### config.mk
export PLATFORM = sky130hd
export DESIGN_NAME = regfile_wr_sched
export DESIGN_NICKNAME = d
export VERILOG_FILES = /design/src/rtl/regfile_wr_sched.sv
export SDC_FILE = /design/constraint.sdc
export NUM_CORES = 1
export LEC_CHECK = 0
export BUFFER_PORTS_ARGS = -buffer_cell sky130_fd_sc_hd__buf_2
export CAP_MARGIN = 20
export CORE_MARGIN = 4
export CORE_UTILIZATION = 30
export CTS_CLUSTER_SIZE = 12
export DETAILED_ROUTE_END_ITERATION = 10
export PLACE_DENSITY = 0.63
export SYNTH_ARGS = -nofsm -noshare
export SYNTH_HDL_FRONTEND = slang
export SYNTH_SLANG_ARGS = --single-unit
### constraint.sdc
create_clock -name clk -period 2 [get_ports clk]
set_input_delay 0.4 -clock clk [delete_from_list [all_inputs] [get_ports clk]]
set_output_delay 0.4 -clock clk [all_outputs]
set_load 0.005 [all_outputs]
### src/rtl/regfile_wr_sched.sv
// Round-robin scheduler for the single regfile write port shared by the
// execute and memory writeback producers, plus a per-register busy scoreboard.
module regfile_wr_sched #(
    parameter int DATA_W   = 64,
    parameter int ADDR_W   = 5,
    parameter int ZERO_REG = 31
) (
    input  logic              clk,
    input  logic              reset,
    input  logic              wr0_valid,
    input  logic [ADDR_W-1:0] wr0_addr,
    input  logic [DATA_W-1:0] wr0_data,
    output logic              wr0_ready,
    input  logic              wr1_valid,
    input  logic [ADDR_W-1:0] wr1_addr,
    input  logic [DATA_W-1:0] wr1_data,
    output logic              wr1_ready,
    output logic              RegWrite,
    output logic [ADDR_W-1:0] WriteRegister,
    output logic [DATA_W-1:0] WriteData,
    input  logic              claim_valid,
    input  logic [ADDR_W-1:0] claim_reg,
    input  logic [ADDR_W-1:0] chk_reg1,
    input  logic [ADDR_W-1:0] chk_reg2,
    output logic              busy1,
    output logic              busy2
);

    localparam int NREGS = 1 << ADDR_W;

    logic              ptr;
    logic              grant;
    logic [ADDR_W-1:0] grant_addr;
    logic [DATA_W-1:0] grant_data;
    logic              grant_wr;
    logic [NREGS-1:0]  busy;
    logic [NREGS-1:0]  set_vec;
    logic [NREGS-1:0]  clr_vec;
    logic [NREGS-1:0]  busy_nxt;

    always_comb begin
        wr0_ready = wr0_valid && (!wr1_valid || !ptr);
        wr1_ready = wr1_valid && (!wr0_valid || ptr);
    end

    always_comb begin
        grant      = wr0_ready || wr1_ready;
        grant_addr = wr1_ready ? wr1_addr : wr0_addr;
        grant_data = wr1_ready ? wr1_data : wr0_data;
        grant_wr   = grant && (grant_addr != ADDR_W'(ZERO_REG));
    end

    // On contention the winner is whoever ptr names, so toggling leaves it on the loser.
    always_ff @(posedge clk or negedge reset) begin
        if (!reset) begin
            ptr <= 1'b0;
        end else if (wr0_valid && wr1_valid) begin
            ptr <= ~ptr;
        end
    end

    always_ff @(posedge clk or negedge reset) begin
        if (!reset) begin
            RegWrite      <= 1'b0;
            WriteRegister <= '0;
            WriteData     <= '0;
        end else begin
            RegWrite <= grant_wr;
            if (grant_wr) begin
                WriteRegister <= grant_addr;
                WriteData     <= grant_data;
            end
        end
    end

    // Set after clear so a claim on the capture edge keeps the bit for the new producer.
    always_comb begin
        set_vec = '0;
        clr_vec = '0;
        if (claim_valid) set_vec[claim_reg] = 1'b1;
        if (RegWrite)    clr_vec[WriteRegister] = 1'b1;
        busy_nxt = (busy & ~clr_vec) | set_vec;
        busy_nxt[ZERO_REG] = 1'b0;
    end

    always_ff @(posedge clk or negedge reset) begin
        if (!reset) begin
            busy <= '0;
        end else begin
            busy <= busy_nxt;
        end
    end

    always_comb begin
        busy1 = busy[chk_reg1];
        busy2 = busy[chk_reg2];
    end

endmodule
Word level (Yosys, flattened, before mapping)
Index checks and enable logic that the tools add are counted.
{ "totals": {"regBits": 102, "latchBits": 0, "ramBits": 0, "rom_bits": 0, "input_bits": 158, "out_inout_bits": 74, "elab_cells": 40, "mem_count": 0} }
{ "op_classes": {"addsub": 0, "mul": 0, "div_mod_pow": 0, "n_lt_le_gt_ge": 6, "n_eq_ne": 1, "shift": 0, "mux": 12, "bitwise": 4, "reduce_logical": 12} }
{ "ops": {"columns": ["cell", "count"], "rows": [
  ["$mux 64", 1],
  ["$mux 31", 2],
  ["$and 31x31->31", 1],
  ["$not 31->31", 1],
  ["$or 31x31->31", 1],
  ["$lt 5x6->1 const B", 4],
  ["$bmux 1 s5", 2],
  ["$demux 1 s5", 2],
  ["$ge 5x1->1 const B", 2],
  ["$logic_and 1x1->1", 6],
  ["$mux 5", 1],
  ["$ne 5x5->1 const B", 1],
  ["$mux 1", 4],
  ["$logic_not 1->1", 3],
  ["$logic_or 1x1->1", 3],
  ["$not 1->1", 1]
]} }

Longest topological paths before layout
Gate-level depths: netlist of the first run.
{ "depth": {"ltp_word": 8, "depth_mapped": 5, "depth_no_buf": 4} }

Worst setup path after synthesis of the first run
Ideal clock, no wire load.
{ "synth_path": {"path_type": "input to output", "startpoint": "input port chk_reg1[1]", "endpoint": "output port busy1", "arrival_time_ns": 1.533, "t_required_ns": 1.600, "path_slack_ns": 0.067, "cell_stages": 5, "path_buffers": 1, "path_cell_list": "buf_2 -> mux4_2 -> mux2_2 -> nand3_1 -> nand4_1"} }
{ "synth_between": {"elab_chain_cells": 2} }
{ "synth_rtl": {"columns": ["element", "line", "text"], "rows": [
  ["start: declaration", "23", "input logic [ADDR_W-1:0] chk_reg1,"],
  ["$bmux 1 s5", "95", "busy1 = busy[chk_reg1];"],
  ["$mux 1 (not written as such)", "95", null],
  ["end: declaration", "25", "output logic busy1,"]
]} }
No other way between the ends. The select of a mux whose other input is x is not followed.

Worst setup path after layout of the first run
{ "layout_path": {"startpoint": "register busy[22]", "endpoint": "output port busy1"} }
{ "layout_between": {"elab_chain_cells": 2} }
{ "layout_rtl": {"columns": ["element", "line", "text"], "rows": [
  ["start: declaration", "36", "logic [NREGS-1:0] busy;"],
  ["start signal: assignment", "90", "busy <= busy_nxt;"],
  ["$bmux 1 s5", "95", null],
  ["$mux 1 (not written as such)", "95", null]
]} }
No other way between the ends. The select of a mux whose other input is x is not followed.

==> results.toml, run 1 <==
[cells_and_area]
instances_no_fill = 884
drive_above_1_share_pct = 62.9
final_area_um2 = 7150
num-fill-cells = 1671
final_common_cell = "buf_2"
seqCellArea_um2 = 2550
nets = 810
synthToLayoutAreaGrowth_pct = 33.9
final_cell_mix = "230 x buf_2, 122 x mux2_2, 102 x dfrtp_1, 62 x o21ai_0, 20 x buf_4"
multi_input_area_um2 = 2640
final_util_pct = 41.2

[yosys]
synth_enable_flop_cells = 0
ys_warn_count = 0
post_synth_num_cell_types = 28
syn-cell-area_um2 = 5340
async_flop_share_pct = 100
ys_ff_latch = 102
synth_flop_cell = "dfrtp_1"
syn_inst = 411
avgSynthCellArea_um2 = 13.0
synth_nets = 569
yosysSeqAreaShare_pct = 47.8

[clocking]
cts.sinks = 102
clkSlewWorstSetupHoldPaths_ps = 70
cts_tree = "built"
clockRootBuffer = "clkbuf_16"
htree_levels = 3
numCtsBuffers = 9
clock_latency_ps = 350
clock_path_buffers = 2

[global_route]
antenna_found_initial = 1
overflow = 0
grt_max_degree = 51
grt_pass1_vias = 4604
grt_usage_pct = 15.0
grt_pass1_wl_um = 24000

[critical_path]
rr_endpoint = "WriteData[42]$_DFFE_PN0P_"
crit_buf_inv = 1
cp-start-kind = "flop"
crit_start = "busy[22]$_DFF_PN0_"
r2r-start = "ptr$_DFFE_PN0P_"
cp.depth = 5
reg2reg_slack_ps = 190
crit_path_end = "busy1"
crit_chain = "mux4_2 > mux2_4 > nand3_2 > nand4_1 > buf_2"
worstPathRequired_ps = 1600
cp_slowest_cell = "mux4_2"
crit_type = "reg2out"
critPathTopFamily = "multiplexers"
endpoint_kind = "output pin"
cp.arrival_ps = 1770
r2r_cells = 5
worst-path-max-fanout = 3
slowest_delay_ps = 470

[placed_design]
placed_cells = 863
hpwl_um = 11600
port_buffers = 231
placed_cell_area_um2 = 6840
gp_congestion = 0.809

[sta]
hold_ws_ps = 336
hold_violations = 0
post-route-period-util_pct = 109
fin_worst_skew_ps = 8.16
rsz0062_at_grt = "true"
fmax_mhz = 461
relSlewSlack_pct = 71.9
worst_pin_slew_ps = 421
worst_slack_ps = -171
drv_slew = 0
setup_viol = 2
timing.final.crit_period_ps = 2170

[drt]
dr.first_iter.drc_count = 212
drt-total-wl_um = 14900
vias_per_cell = 4.96
vias = 4382
drc = 0
routed-wl-met3_um = 1130
antenna_left = 0
top_layer = "met4"
routedWlPerCell_um = 16.8
wl_met2_um = 7630
drt-pass1-iter-count = 4
wl_met1_um = 5940

[floorplanning]
die_h_um = 141
die_area_um2 = 20000
die_w_um = 141
coreArea_um2 = 17400
io_pins = 232
start_util_pct = 30.8
row_count = 48

[job]
timing.max_cap.violations = 0

[power]
leakagePower_uw = 0.00324
ir_drop_mv = 0.420
power_density_nw_per_um2 = 945
total_power_uw = 6760

[min_path]
hp-class = "in2reg"

[status]
failed_checks = "setup timing"
status = "complete, but fails checks"
how the worst min path moves through the flow:
stage / start / to / cells after the start
2_1_floorplan: reset / RegWrite$_DFF_PN0_ / 0
3_3_place_gp: reset / busy[16]$_DFF_PN0_ / 1
3_5_place_dp: reset / WriteData[15]$_DFFE_PN0P_ / 1
4_1_cts: wr0_valid / ptr$_DFFE_PN0P_ / 3
5_1_grt: wr0_valid / ptr$_DFFE_PN0P_ / 3
6_report: wr0_valid / ptr$_DFFE_PN0P_ / 3
timing repair:
action / CTS / global route
hold endpoints to repair: 28 / 0
setup buffers: 0 / 2
hold buffers: 1 / 0
setup endpoints to repair: 2 / 3
pin swaps: 4 / 1
resized for setup: 4 / 0
metal layers:
layer / up-vias / GRT usage [%]
met5: - / 0
met4: 0 / 4.34
met3: 14 / 4.18
met2: 171 / 26.1
met1: 2172 / 18.3
li1: 2025 / -
state kept, by name (all words and copies together), names as in the netlist:
name	cells
RegWrite	1
WriteData	64
WriteRegister	5
busy	31
ptr	1
report_power, final:
part	internal (uW)	leakage [uW]	switching, uW	total [uW]
clock	845	0.000122	774	1620
sequential	2640	0.00118	415	3060
combinational	1220	0.00194	865	2080
cells by family after synthesis:
| group | after synthesis | share of synthesized area, % |
|---|---|---|
| AO/OA/AOI/OAI | 79 | 8.81 |
| XOR/XNOR | 1 | 0.164 |
| multiplexers | 155 | 34.9 |
| flip-flops | 102 | 47.8 |
| buffers and inverters | 30 | 3.35 |
| AND/OR/NAND/NOR | 44 | 4.99 |
synth_stat cells (4+ instances only):
cell / count / area share [%]
a2bb2oi_1: 5 / 0.82
buf_2: 11 / 1.0
buf_6: 7 / 1.5
clkbuf_1: 7 / 0.49
dfrtp_1: 102 / 48
inv_1: 4 / 0.28
mux2_1: 6 / 1.3
mux2_2: 124 / 26
mux2i_1: 13 / 2.4
mux4_2: 12 / 5.1
nand2_1: 7 / 0.49
nand3_1: 7 / 0.66
nand3b_1: 14 / 2.0
nor2_1: 5 / 0.35
o211ai_1: 4 / 0.56
o21ai_0: 62 / 5.8
or3_1: 4 / 0.47
or3b_2: 4 / 0.66
worst min-delay path, cell delays in order:
cell and delay, ps:
buf_2 110, nand2_1 70, xnor2_1 60
cell type report:
type	count	share of cell area (%)
clock buffers	11	3.25
well taps	225	3.94
inverters	5	0.262
flip-flops and latches	102	35.7
diodes	2	0.0700
clock inverters	5	0.507
multi-input cells	279	36.8
repair buffers	255	19.5
stage by stage:
step / setup slack [ps] / TNS [ps]
floorplan: 66.7 / 0
CTS: -196 / -382
finish: -171 / -336
detailed placement: -34.8 / -58.6
global placement: -15.1 / -22.7
global route: -259 / -493
Note: power is estimated with default switching activity, not from simulation.
==> inputs of run 2 (changes only) <==
Settings changed: ABC_AREA set to 1, PLACE_DENSITY 0.63 to 0.62.
==> results.toml, run 2 <==
[min_path]
holdPathEnd = "ptr$_DFFE_PN0P_"
hold_path_startpoint = "wr0_valid"
hp-class = "in2reg"
min_path_cells = 2

[placed_design]
dp_worst_setup_slack_ps = 121
gp_congestion = 0.882
port_buffers = 231
hpwl_um = 13900

[critical_path]
worst-path-max-fanout = 10
worstPathRequired_ps = 1600
rr_endpoint = "WriteData[55]$_DFFE_PN0P_"
endpoint_kind = "output pin"
r2r-start = "ptr$_DFFE_PN0P_"
cp.arrival_ps = 1480
cp-start-kind = "input port"
crit_type = "in2out"
reg2reg_slack_ps = 330
r2r_cells = 8

[clocking]
numCtsBuffers = 9
cts_setup_buffers = 0
cts.sinks = 102
clock_path_buffers = 2
clkSlewWorstSetupHoldPaths_ps = 70
cts_resized = 0
clockRootBuffer = "clkbuf_16"
clock_latency_ps = 340
holdBufCountCts = 1
htree_levels = 3
cts_tree = "built"

[power]
internal-power_uw = 4480
power.switching_uw = 2220
clkPwrFrac_pct = 29.3
power_density_nw_per_um2 = 907
netSwitchingFraction_pct = 33.2
total_power_uw = 6700
seq_power_share_pct = 44.7
leakagePower_uw = 0.00417
ir_drop_mv = 0.429
pwr-share-comb_pct = 26.0

[yosys]
synth_flop_cell = "dfrtp_1"
post_synth_num_cell_types = 16
synth_top_area_cell = "dfrtp_1"
synth_top_area_share_pct = 45.9
ys_warn_count = 0
avgSynthCellArea_um2 = 6.82
yosys-top-cells-area = "dfrtp_1 46%, nand2_1 28%, nand3_1 14%"
synth_fa_ha_area_share_pct = 0
ys_ff_latch = 102
synth_enable_flop_cells = 0
synthXorXnorAreaFrac_pct = 0
synth_top_family_by_area = "simple AND/OR/NAND/NOR gates"
synth_nets = 974
yosysMostFrequentCell = "nand2_1"
yosys-top-cells-count = "419 x nand2_1, 151 x nand3_1, 102 x dfrtp_1, 66 x o21ai_0, 24 x inv_1"
async_flop_share_pct = 100
synth_compound_area_share_pct = 6.23
yosys.area_share.simple_pct = 42.3
yosysSeqAreaShare_pct = 45.9
synthMuxAreaShare_pct = 0
syn_inst = 816
syn-cell-area_um2 = 5560

[status]
status = "finished, final reports clean"

[sta]
relSlewSlack_pct = 59.2
fin_tns_setup_ps = 0
drv_slew = 0
timing.final.crit_period_ps = 1880
hold_violations = 0
setup_viol = 0
fmax_mhz = 532
rsz0062_at_grt = "false"
fin_worst_skew_ps = 9.55
worst_slack_ps = 119
post-route-period-util_pct = 94.1
worst_pin_slew_ps = 612

[floorplanning]
die_h_um = 144
io_pins = 232
coreArea_um2 = 18100
start_util_pct = 30.8
die_area_um2 = 20800
row_count = 49
die_w_um = 144

[drt]
vias = 6018
dr.first_iter.drc_count = 301
vias_per_cell = 4.74
routedWlPerCell_um = 14.6
antenna_left = 0
drt-total-wl_um = 18500
drc = 0
drt-pass1-iter-count = 5

[global_route]
grt_usage_pct = 17.5
grt_max_degree = 58
grt_pass1_vias = 5759
antenna_found_initial = 3
overflow = 0
grt_pass1_wl_um = 29000

[cells_and_area]
final_util_pct = 40.9
final_common_cell = "nand2_1"
synthToLayoutAreaGrowth_pct = 32.9
nets = 1192
final_cell_mix = "418 x nand2_1, 230 x buf_2, 151 x nand3_1, 102 x dfrtp_1, 66 x o21ai_0"
top_register = "WriteData"
largest_register_ffs = 64
drive_above_1_share_pct = 26.4
top_regs = "WriteData x64, busy x31, WriteRegister x5"

[job]
timing.max_cap.violations = 0
run 2: changes by cell type in the layout (fill, tap and decap cells not counted), sizes merged, moves of 5 or more:
cell     change
nand3b      -14
nand3      +144
inv         +25
mux4        -12
mux2i       -13
nand2      +415
a2bb2oi      -5
mux2       -130
run 2: routing by layer:
| metal | global-route usage [%] | vias to the layer above | part of all wire, % |
|---|---|---|---|
| met3 | 5.72 | 21 | 8.6 |
| li1 | - | 3058 | - |
| met2 | 29.9 | 204 | 50 |
| met1 | 21.3 | 2731 | 40 |
| met4 | 4.42 | 4 | 1.3 |
| met5 | 0 | - | 0.081 |
run 2: stage by stage:
| stage | hold slack [ps] | instance area, um2 | instances |
|---|---|---|---|
| final | 304 | 7390 | 1269 |
| after global routing | 317 | 7390 | 1269 |
| after CTS | 289 | 7390 | 1268 |
| after detailed placement | 310 | 7040 | 1251 |
| after global placement | 313 | 7040 | 1251 |
| after floorplan | 104 | 5560 | 816 |
run 2: cells by family after synthesis:
| group | Yosys count |
|---|---|
| compound gates | 68 |
| flops | 102 |
| buf+inv | 71 |
| simple gates | 575 |
run 2: power groups by stage:
stage / Clock (uW) / Combinational, uW / Sequential (uW)
2_1_floorplan: 0 / 1030 / 2910
3_3_place_gp: 0 / 1740 / 3020
3_5_place_dp: 0 / 1770 / 3020
4_1_cts: 2020 / 1770 / 2990
5_1_grt: 2100 / 2030 / 3080
6_report: 1960 / 1740 / 3000
run 2: how the worst max path moves through the flow:
stage / startpoint / endpoint / slack (ps) / cells after the start
3_5_place_dp: wr1_valid / WriteData[55]$_DFFE_PN0P_ / 120 / 8
3_3_place_gp: wr1_valid / WriteData[55]$_DFFE_PN0P_ / 140 / 8
4_1_cts: chk_reg2[0] / busy2 / 120 / 12
2_1_floorplan: chk_reg1[0] / busy1 / 260 / 10
5_1_grt: chk_reg2[0] / busy2 / 50 / 12
6_report: chk_reg2[0] / busy2 / 120 / 12
run 2: final cells by class:
cell class,count,area (um2)
timing repair buffer,251,1400
multi-input combinational,643,2710
antenna,1,2.50
inverter,27,101
tap,229,287
clock inverter,6,97.6
clock buffer,10,239
fill,1946,10700
sequential,102,2550
run 2: critical path: stages:
cell     delay, ps
buf_2          110
inv_1          150
buf_4          210
nand2_1         60
nand3_1         80
nand3_1         80
nand2_1         90
nand2_1         60
nand2_1         60
nand2_1         40
nand2_1         40
buf_2          100
